## config.mk

```make
export PLATFORM = sky130hd
export DESIGN_NAME = mat3_stream_loader
export DESIGN_NICKNAME = d
export VERILOG_FILES = /design/src/rtl/mat3_stream_loader.sv
export SDC_FILE = /design/constraint.sdc
export NUM_CORES = 1
export LEC_CHECK = 0
export ABC_AREA = 1
export CORE_ASPECT_RATIO = 1.1
export CORE_UTILIZATION = 45
export DETAILED_ROUTE_END_ITERATION = 7
export PLACE_DENSITY = 0.71
export SETUP_SLACK_MARGIN = 0.15
export SLEW_MARGIN = 10
export SYNTH_ARGS = -nofsm -noshare
export SYNTH_HDL_FRONTEND = slang
export SYNTH_SLANG_ARGS = --single-unit
```

## constraint.sdc

```tcl
create_clock -name clk -period 11.4 [get_ports clk]
set_clock_uncertainty 0.1 [all_clocks]
set_input_delay 1.71 -clock clk [delete_from_list [all_inputs] [get_ports clk]]
set_output_delay 1.71 -clock clk [all_outputs]
set_load 0.02 [all_outputs]
```

## src/rtl/mat3_stream_loader.sv

```systemverilog
// mat3_stream_loader: ping-pong 3x3 matrix assembler for the determinant stage.
// Define MATLOAD_COLMAJOR_EN to accept elements in column-major order (default row-major).
module mat3_stream_loader #(
   parameter int DATA_W = 32
) (
   input  logic              clk,
   input  logic              rst,
   input  logic [DATA_W-1:0] in_data,
   input  logic              in_valid,
   input  logic              in_last,
   output logic              in_ready,
   output logic [DATA_W-1:0] O11,
   output logic [DATA_W-1:0] O12,
   output logic [DATA_W-1:0] O13,
   output logic [DATA_W-1:0] O21,
   output logic [DATA_W-1:0] O22,
   output logic [DATA_W-1:0] O23,
   output logic [DATA_W-1:0] O31,
   output logic [DATA_W-1:0] O32,
   output logic [DATA_W-1:0] O33,
   output logic              out_valid,
   input  logic              out_ready,
   output logic              err_frame
);
   logic [DATA_W-1:0] bank [0:1][0:8];
   logic [1:0]        full;
   logic              wr_sel;
   logic              rd_sel;
   logic [3:0]        idx;
   logic [3:0]        pos;
   logic              accept;
`ifdef MATLOAD_COLMAJOR_EN
   // slot (row-major O position) for each arrival index; upper nibbles pad unused idx codes
   localparam logic [63:0] COL_MAP = {28'h0, 4'd8, 4'd5, 4'd2, 4'd7, 4'd4, 4'd1, 4'd6, 4'd3, 4'd0};
   // column-major arrival: element idx lands at row idx%3, column idx/3
   always_comb pos = COL_MAP[{idx, 2'b00} +: 4];
`else
   // row-major arrival: element idx lands directly in slot idx
   always_comb pos = idx;
`endif
   assign in_ready  = !rst && !full[wr_sel];
   assign accept    = in_valid && in_ready;
   assign out_valid = full[rd_sel];
   // gate the outputs so a bank still being filled is never visible
   assign O11 = out_valid ? bank[rd_sel][0] : '0;
   assign O12 = out_valid ? bank[rd_sel][1] : '0;
   assign O13 = out_valid ? bank[rd_sel][2] : '0;
   assign O21 = out_valid ? bank[rd_sel][3] : '0;
   assign O22 = out_valid ? bank[rd_sel][4] : '0;
   assign O23 = out_valid ? bank[rd_sel][5] : '0;
   assign O31 = out_valid ? bank[rd_sel][6] : '0;
   assign O32 = out_valid ? bank[rd_sel][7] : '0;
   assign O33 = out_valid ? bank[rd_sel][8] : '0;
   // fill side and release side touch different banks, so both may act in one cycle
   always_ff @(posedge clk) begin
      if (rst) begin
         for (int b = 0; b < 2; b++)
            for (int k = 0; k < 9; k++)
               bank[b][k] <= '0;
         full      <= '0;
         wr_sel    <= 1'b0;
         rd_sel    <= 1'b0;
         idx       <= '0;
         err_frame <= 1'b0;
      end else begin
         err_frame <= 1'b0;
         if (accept) begin
            bank[wr_sel][pos] <= in_data;
            if (idx == 4'd8) begin
               full[wr_sel] <= 1'b1;
               wr_sel       <= !wr_sel;
               idx          <= '0;
               err_frame    <= !in_last;
            end else if (in_last) begin
               idx       <= '0;
               err_frame <= 1'b1;
            end else begin
               idx <= idx + 4'd1;
            end
         end
         if (out_valid && out_ready) begin
            full[rd_sel] <= 1'b0;
            rd_sel       <= !rd_sel;
         end
      end
   end
endmodule
```

==> impl_metrics.yaml, run 1 <==
status:
  status: "complete, no violations"
floorplanning:
  core_sq_um: 56400
  die_h_microns: 253
  num_io_pins: 328
  row_count: 91
  initial_utilization_pct: 45.8
  dieArea_sq_um: 58400
  chipWidth_microns: 230
routing:
  drt_iter0_markers: 1542
  drtPass1Iterations: 5
  drt-vias-per-instance: 5.23
  wl_per_cell_microns: 22.7
  wirelength_microns: 72000
  via_count: 16600
  ant_nets: 0
  drc: 0
clock_tree:
  clk_pin_slew_ps: 60
  root_buffer: "clkbuf_16"
  cts_buffers: 55
  cts_resized: 0
  ctsHoldBuffers: 0
  cts_setup_buffers: 0
  clk_path_buf_depth: 3
  htree_levels: 2
  clock-sinks: 586
  clk_latency_ps: 600
  cts_tree: "yes"
min_path:
  worstHoldEndpoint: "idx[0]"
  hp-class: "reg -> reg"
  hold_depth: 2
  hold_start: "idx[0]"
synthesis:
  netlist_instances: 2096
  synth_most_common_cell: "edfxtp_1"
  yosysWarningCount: 0
  yosysSeqAreaShare_pct: 67.7
  synthTopCellsByCount: "edfxtp_1, inv_1, nand2_1"
  ys_types: 32
  syn_nets: 2137
  ys_async_sr_fraction_pct: 0
  synthFlopType: "edfxtp_1"
  synth-edff-count: 576
  synth_area_sq_um: 25800
  synth_top_cell_by_area: "edfxtp_1"
  yosysTopAreaCellShare_pct: 66.9
  syn_area_per_cell_sq_um: 12.3
  yosys-top-cells-area: "edfxtp_1, mux2_2, inv_1"
  ys_ff_latch: 586
flow_run:
  drv_cap: 0
timing:
  period_share_pct: 55.5
  finalCriticalPeriod_ps: 6330
  tightest_slew_ps: 1280
  slew_headroom_pct: 14.5
  worst_hold_slack_ps: 412
  rsz0062_at_grt: "false"
  setup_tns_ps: 0
  setup_violations: 0
  max_freq_mhz: 158
  slew_viol_final: 0
  finalHoldViolations: 0
placement:
  place_congestion: 0.860
  port_buffers: 327
  hpwl_microns: 47300
layout:
  drive_gt1_share_pct: 17.5
  fin_nets: 2426
  multi_input_area_sq_um: 6450
  register_area_sq_um: 17500
  syn2layout_area_growth_pct: 21.9
  num_antenna_cells: 0
  fill_cells: 4492
setup_path:
  critPathTopFamily: "buffers and inverters"
  cp.arrival_ps: 4520
  r2r_slack_ps: 6070
  path_class: "reg -> out"
  slowest_stage: "dfxtp_4"
  crit_buf_inv: 4
  worstPathRequired_ps: 9590
  r2r_start: "wr_sel"
  slowest_delay_ps: 960
  crit_path_max_fanout: 76
  rr_worst_depth: 11
  cp-start-kind: "flip-flop"
  critical_path.cell_chain: "buf_4 > buf_4 > mux2_2 > nand2_1 > inv_1 > clkdlybuf4s50_1"
  end_kind: "output port"
  crit_top_cell: "buf_4"
  r2r_end: "bank[0][271]"
pwr:
  ir_drop_uv: 121
  p_per_area_nw_per_um2: 151
  p_leak_uw: 0.0137
global_routing:
  overflow: 0
  grt_max_degree: 95
  grt_pass1_wl_microns: 105000
  grt_pass1_vias: 16600
  grt_use_total_pct: 24.6
  grt_antenna_before_repair: 0
[cells by family after synthesis]
group / after synthesis / synth area share (%)
xor gates and xnor gates: 1 / 0.0339
muxes: 288 / 12.6
buffers and inverters: 479 / 7.81
AOI/OAI and AO/OA: 21 / 0.460
DFF: 586 / 67.7
adders and majority gates: 4 / 0.194
and+or+nand+nor: 717 / 11.2
[tightest hold or removal path, delay by kind of cell, from the launching register on]
family,cells,cell delay [ps]
simple gates,1,70
flops,1,340
compound gates,1,50
[worst max-delay path by stage]
| stage | slack [ps] | to | cells after the start | from |
|---|---|---|---|---|
| final | 5070 | O23[18] | 6 | flip-flop |
| after global routing | 4830 | O33[16] | 6 | flip-flop |
| after CTS | 5020 | O23[18] | 6 | flip-flop |
| after detailed placement | 4860 | bank[1][239] | 9 | rst |
| after global placement | 4960 | bank[1][239] | 9 | rst |
| after floorplan | 6060 | bank[0][100] | 7 | rst |
[routing by layer]
layer	routed length [microns]	GRT usage [%]
met4	2590	9.80
met5	0	0
met1	28700	31.7
met2	35600	41.6
met3	5140	3.81
[layout make-up]
class	count	area share, %
Timing Repair Buffer	340	10.7
Tap cell	744	2.96
Clock inverter	37	1.23
Inverter	371	4.43
Clock buffer	63	4.60
Multi-Input combinational cell	1031	20.5
Sequential cell	586	55.6
[power breakdown]
part	leakage [uW]	switching (uW)	total, uW	internal (uW)
combinational	0.00686	205	263	57.9
sequential	0.00595	40.1	2590	2550
clock	0.000891	808	1900	1090
[placed cells by master, fill, tap and decap left out, types with 5 or more instances in the layout]
cell	count
nand3_4	5
clkbuf_16	57
nor2_1	280
clkinv_2	10
nand2_1	330
nand2_2	14
a21oi_1	8
clkdlybuf4s50_1	327
nor2_4	9
nor3_1	66
mux2_2	288
nand3_1	5
clkinv_1	14
dfxtp_1	8
clkbuf_1	6
edfxtp_1	576
bufinv_16	8
buf_4	12
inv_1	366
[through the flow]
| step | cells | setup slack (ps) | instance area [sq um] | power, uW | utilization [%] |
|---|---|---|---|---|---|
| global placement | 3071 | 4960 | 29600 | 2880 | 52.6 |
| global route | 3172 | 4830 | 31500 | 4860 | 55.9 |
| detailed placement | 3071 | 4860 | 29600 | 2900 | 52.6 |
| finish | 3172 | 5070 | 31500 | 4750 | 55.9 |
| CTS | 3171 | 5020 | 31500 | 4750 | 55.9 |
| floorplan | 2096 | 6060 | 25800 | 2760 | - |
[state kept, by name, summed over array words and instances, names as in the netlist, named ones only]
name,flops
rd_sel,1
idx,4
wr_sel,1
full,2
err_frame,1
bank,576
(Power assumes the default switching activity.)
==> run 2: changes to the inputs <==
--- a/config.mk
+++ b/config.mk
@@ -9,7 +9,7 @@
 export CORE_ASPECT_RATIO = 1.1
 export CORE_UTILIZATION = 45
 export DETAILED_ROUTE_END_ITERATION = 7
-export PLACE_DENSITY = 0.71
+export PLACE_DENSITY = 0.74
 export SETUP_SLACK_MARGIN = 0.15
 export SLEW_MARGIN = 10
 export SYNTH_ARGS = -nofsm -noshare
==> constraint.sdc (replaced) <==
create_clock -name clk -period 5.11 [get_ports clk]
set_clock_uncertainty 0.1 [all_clocks]
set_input_delay 0.7665 -clock clk [delete_from_list [all_inputs] [get_ports clk]]
set_output_delay 0.7665 -clock clk [all_outputs]
set_load 0.02 [all_outputs]
==> run 2 against run 1 <==
  * Non-clock buffer count grew 23
  * Highest routed layer unchanged
  * Clock-buffer cell count grew 1
  * Register-to-register slack got worse by 4200 ps
  * Die area did not move
  * Largest power group unchanged
  * Critical path type unchanged
  * Setup slack got worse by 4000 ps
  * Core utilization rose by 0.48 points
  * Sequential power up 120%
  * Total power up 120%
  * Final area grew 0.86%
  * Via count is 2.9% higher
  * Flip-flop and latch count unchanged
==> impl_metrics.yaml, run 2 (synthesized netlist as in run 1, its figures left out) <==
routing:
  wl_per_cell_microns: 23.2
  drt_iter0_markers: 1983
  wirelength_microns: 74000
  wl_met3_microns: 6700
  top_layer: "met4"
  drt-vias-per-instance: 5.35
  wl_met2_microns: 36000
  drtPass1Iterations: 5
  wl_met1_microns: 28700
  drc: 0
  via_count: 17100
  ant_nets: 0
setup_path:
  r2r_start: "idx[0]"
  crit_path_max_fanout: 116
  crit_start: "rd_sel"
  end_kind: "output port"
  cp.arrival_ps: 3200
  slowest_stage: "buf_4"
  slowest_delay_ps: 840
  critical_path.cell_chain: "nand2_1 > o21ai_4 > buf_4 > nand2_1 > inv_1 > clkdlybuf4s50_1"
  path_class: "reg -> out"
  cp-start-kind: "flip-flop"
  crit_top_cell: "nand2_1"
  worstPathRequired_ps: 4240
clock_tree:
  clock-sinks: 586
  clk_pin_slew_ps: 70
  cts_resized: 0
  clk_latency_ps: 600
  root_buffer: "clkbuf_16"
  clk_path_buf_depth: 3
  cts_buffers: 55
  cts_tree: "yes"
  ctsHoldBuffers: 0
  htree_levels: 2
  cts_setup_buffers: 0
layout:
  drive_gt1_share_pct: 18.2
  largest_reg_flops: 576
  regMostFlops: "bank"
  top_regs: "bank: 576 flops, idx: 4 flops, full: 2 flops"
  fill_cells: 4484
  num_antenna_cells: 0
  register_area_sq_um: 17500
  syn2layout_area_growth_pct: 23.0
  fin_nets: 2449
  multi_input_area_sq_um: 6450
  layout_commonest_cell: "edfxtp_1"
  final_cell_mix: "edfxtp_1, inv_1, nand2_1, clkdlybuf4s50_1, mux2_2"
pwr:
  ir_drop_uv: 248
  p_per_area_nw_per_um2: 336
  p_leak_uw: 0.0138
  total_power_uw: 10700
timing:
  period_share_pct: 79.6
  rsz0062_at_grt: "false"
  slew_headroom_pct: 17.9
  slew_viol_final: 0
  setup_tns_ps: 0
  tightest_slew_ps: 1230
  setup_violations: 0
  finalCriticalPeriod_ps: 4070
  max_freq_mhz: 246
  finalHoldViolations: 0
global_routing:
  overflow: 0
  grt_pass1_vias: 17100
  grt_antenna_before_repair: 0
  grt_max_degree: 175
  grt_pass1_wl_microns: 107000
  grt_use_total_pct: 25.0
floorplanning:
  num_io_pins: 328
  core_sq_um: 56400
  die_h_microns: 253
  initial_utilization_pct: 45.8
  chipWidth_microns: 230
  row_count: 91
  dieArea_sq_um: 58400
placement:
  place_congestion: 0.890
  port_buffers: 327
  hpwl_microns: 47800
min_path:
  hold_start: "idx[0]"
  hp-class: "reg -> reg"
flow_run:
  drv_cap: 0
status:
  status: "complete, no violations"
-- run 2: cell count changes in the layout (fill, tap and decap cells not counted), moves of 2 or more --
cell	delta
bufinv_16	+2
clkbuf_1	+3
buf_4	+17
clkbuf_16	-2
clkinv_8	+2
clkinvlp_4	-2
buf_12	+6
clkinv_1	-2
-- run 2: metal layers --
layer / vias up / global-route usage, %
met5: - / 0
li1: 7508 / -
met1: 8416 / 32.7
met4: 0 / 9.65
met2: 998 / 41.5
met3: 157 / 4.35
-- run 2: through the flow --
step	worst slack, ps	hold WS, ps	cell area (sq um)	instances	util [%]
final	1040	434	31800	3195	56.4
after global routing	860	449	31800	3195	56.4
after CTS	1030	428	31800	3195	56.4
after detailed placement	847	411	29900	3095	53.1
after global placement	908	393	29900	3095	53.1
after floorplan	715	375	25800	2096	-
-- run 2: area by class of cell --
class / instances / share of cell area [%]
flip-flops and latches: 586 / 55.1
multi-input cells: 1031 / 20.3
repair buffers: 363 / 11.4
clock buffers: 64 / 4.44
inverters: 371 / 4.39
well taps: 744 / 2.93
clock inverters: 36 / 1.41
-- run 2: worst paths after layout --
kind	end	slack, ps	cells past startpoint
worst min register to register	idx[0]	430	2
worst min-delay path	idx[0]	430	2
worst max-delay path	O31[30]	1040	6
worst max register to register	bank[1][144]	1830	10
-- run 2: where the power goes --
| part | switching [uW] | internal (uW) | total, uW |
|---|---|---|---|
| registers | 90.4 | 5690 | 5780 |
| logic | 468 | 147 | 616 |
| clock network | 1790 | 2480 | 4270 |
| total | 2350 | 8310 | 10700 |
-- run 2: critical path, delay by kind of cell (launching register included) --
family | cells | cell delay (ps)
buf+inv | 3 | 1580
compound gates | 1 | 100
flops | 1 | 420
simple gates | 2 | 450
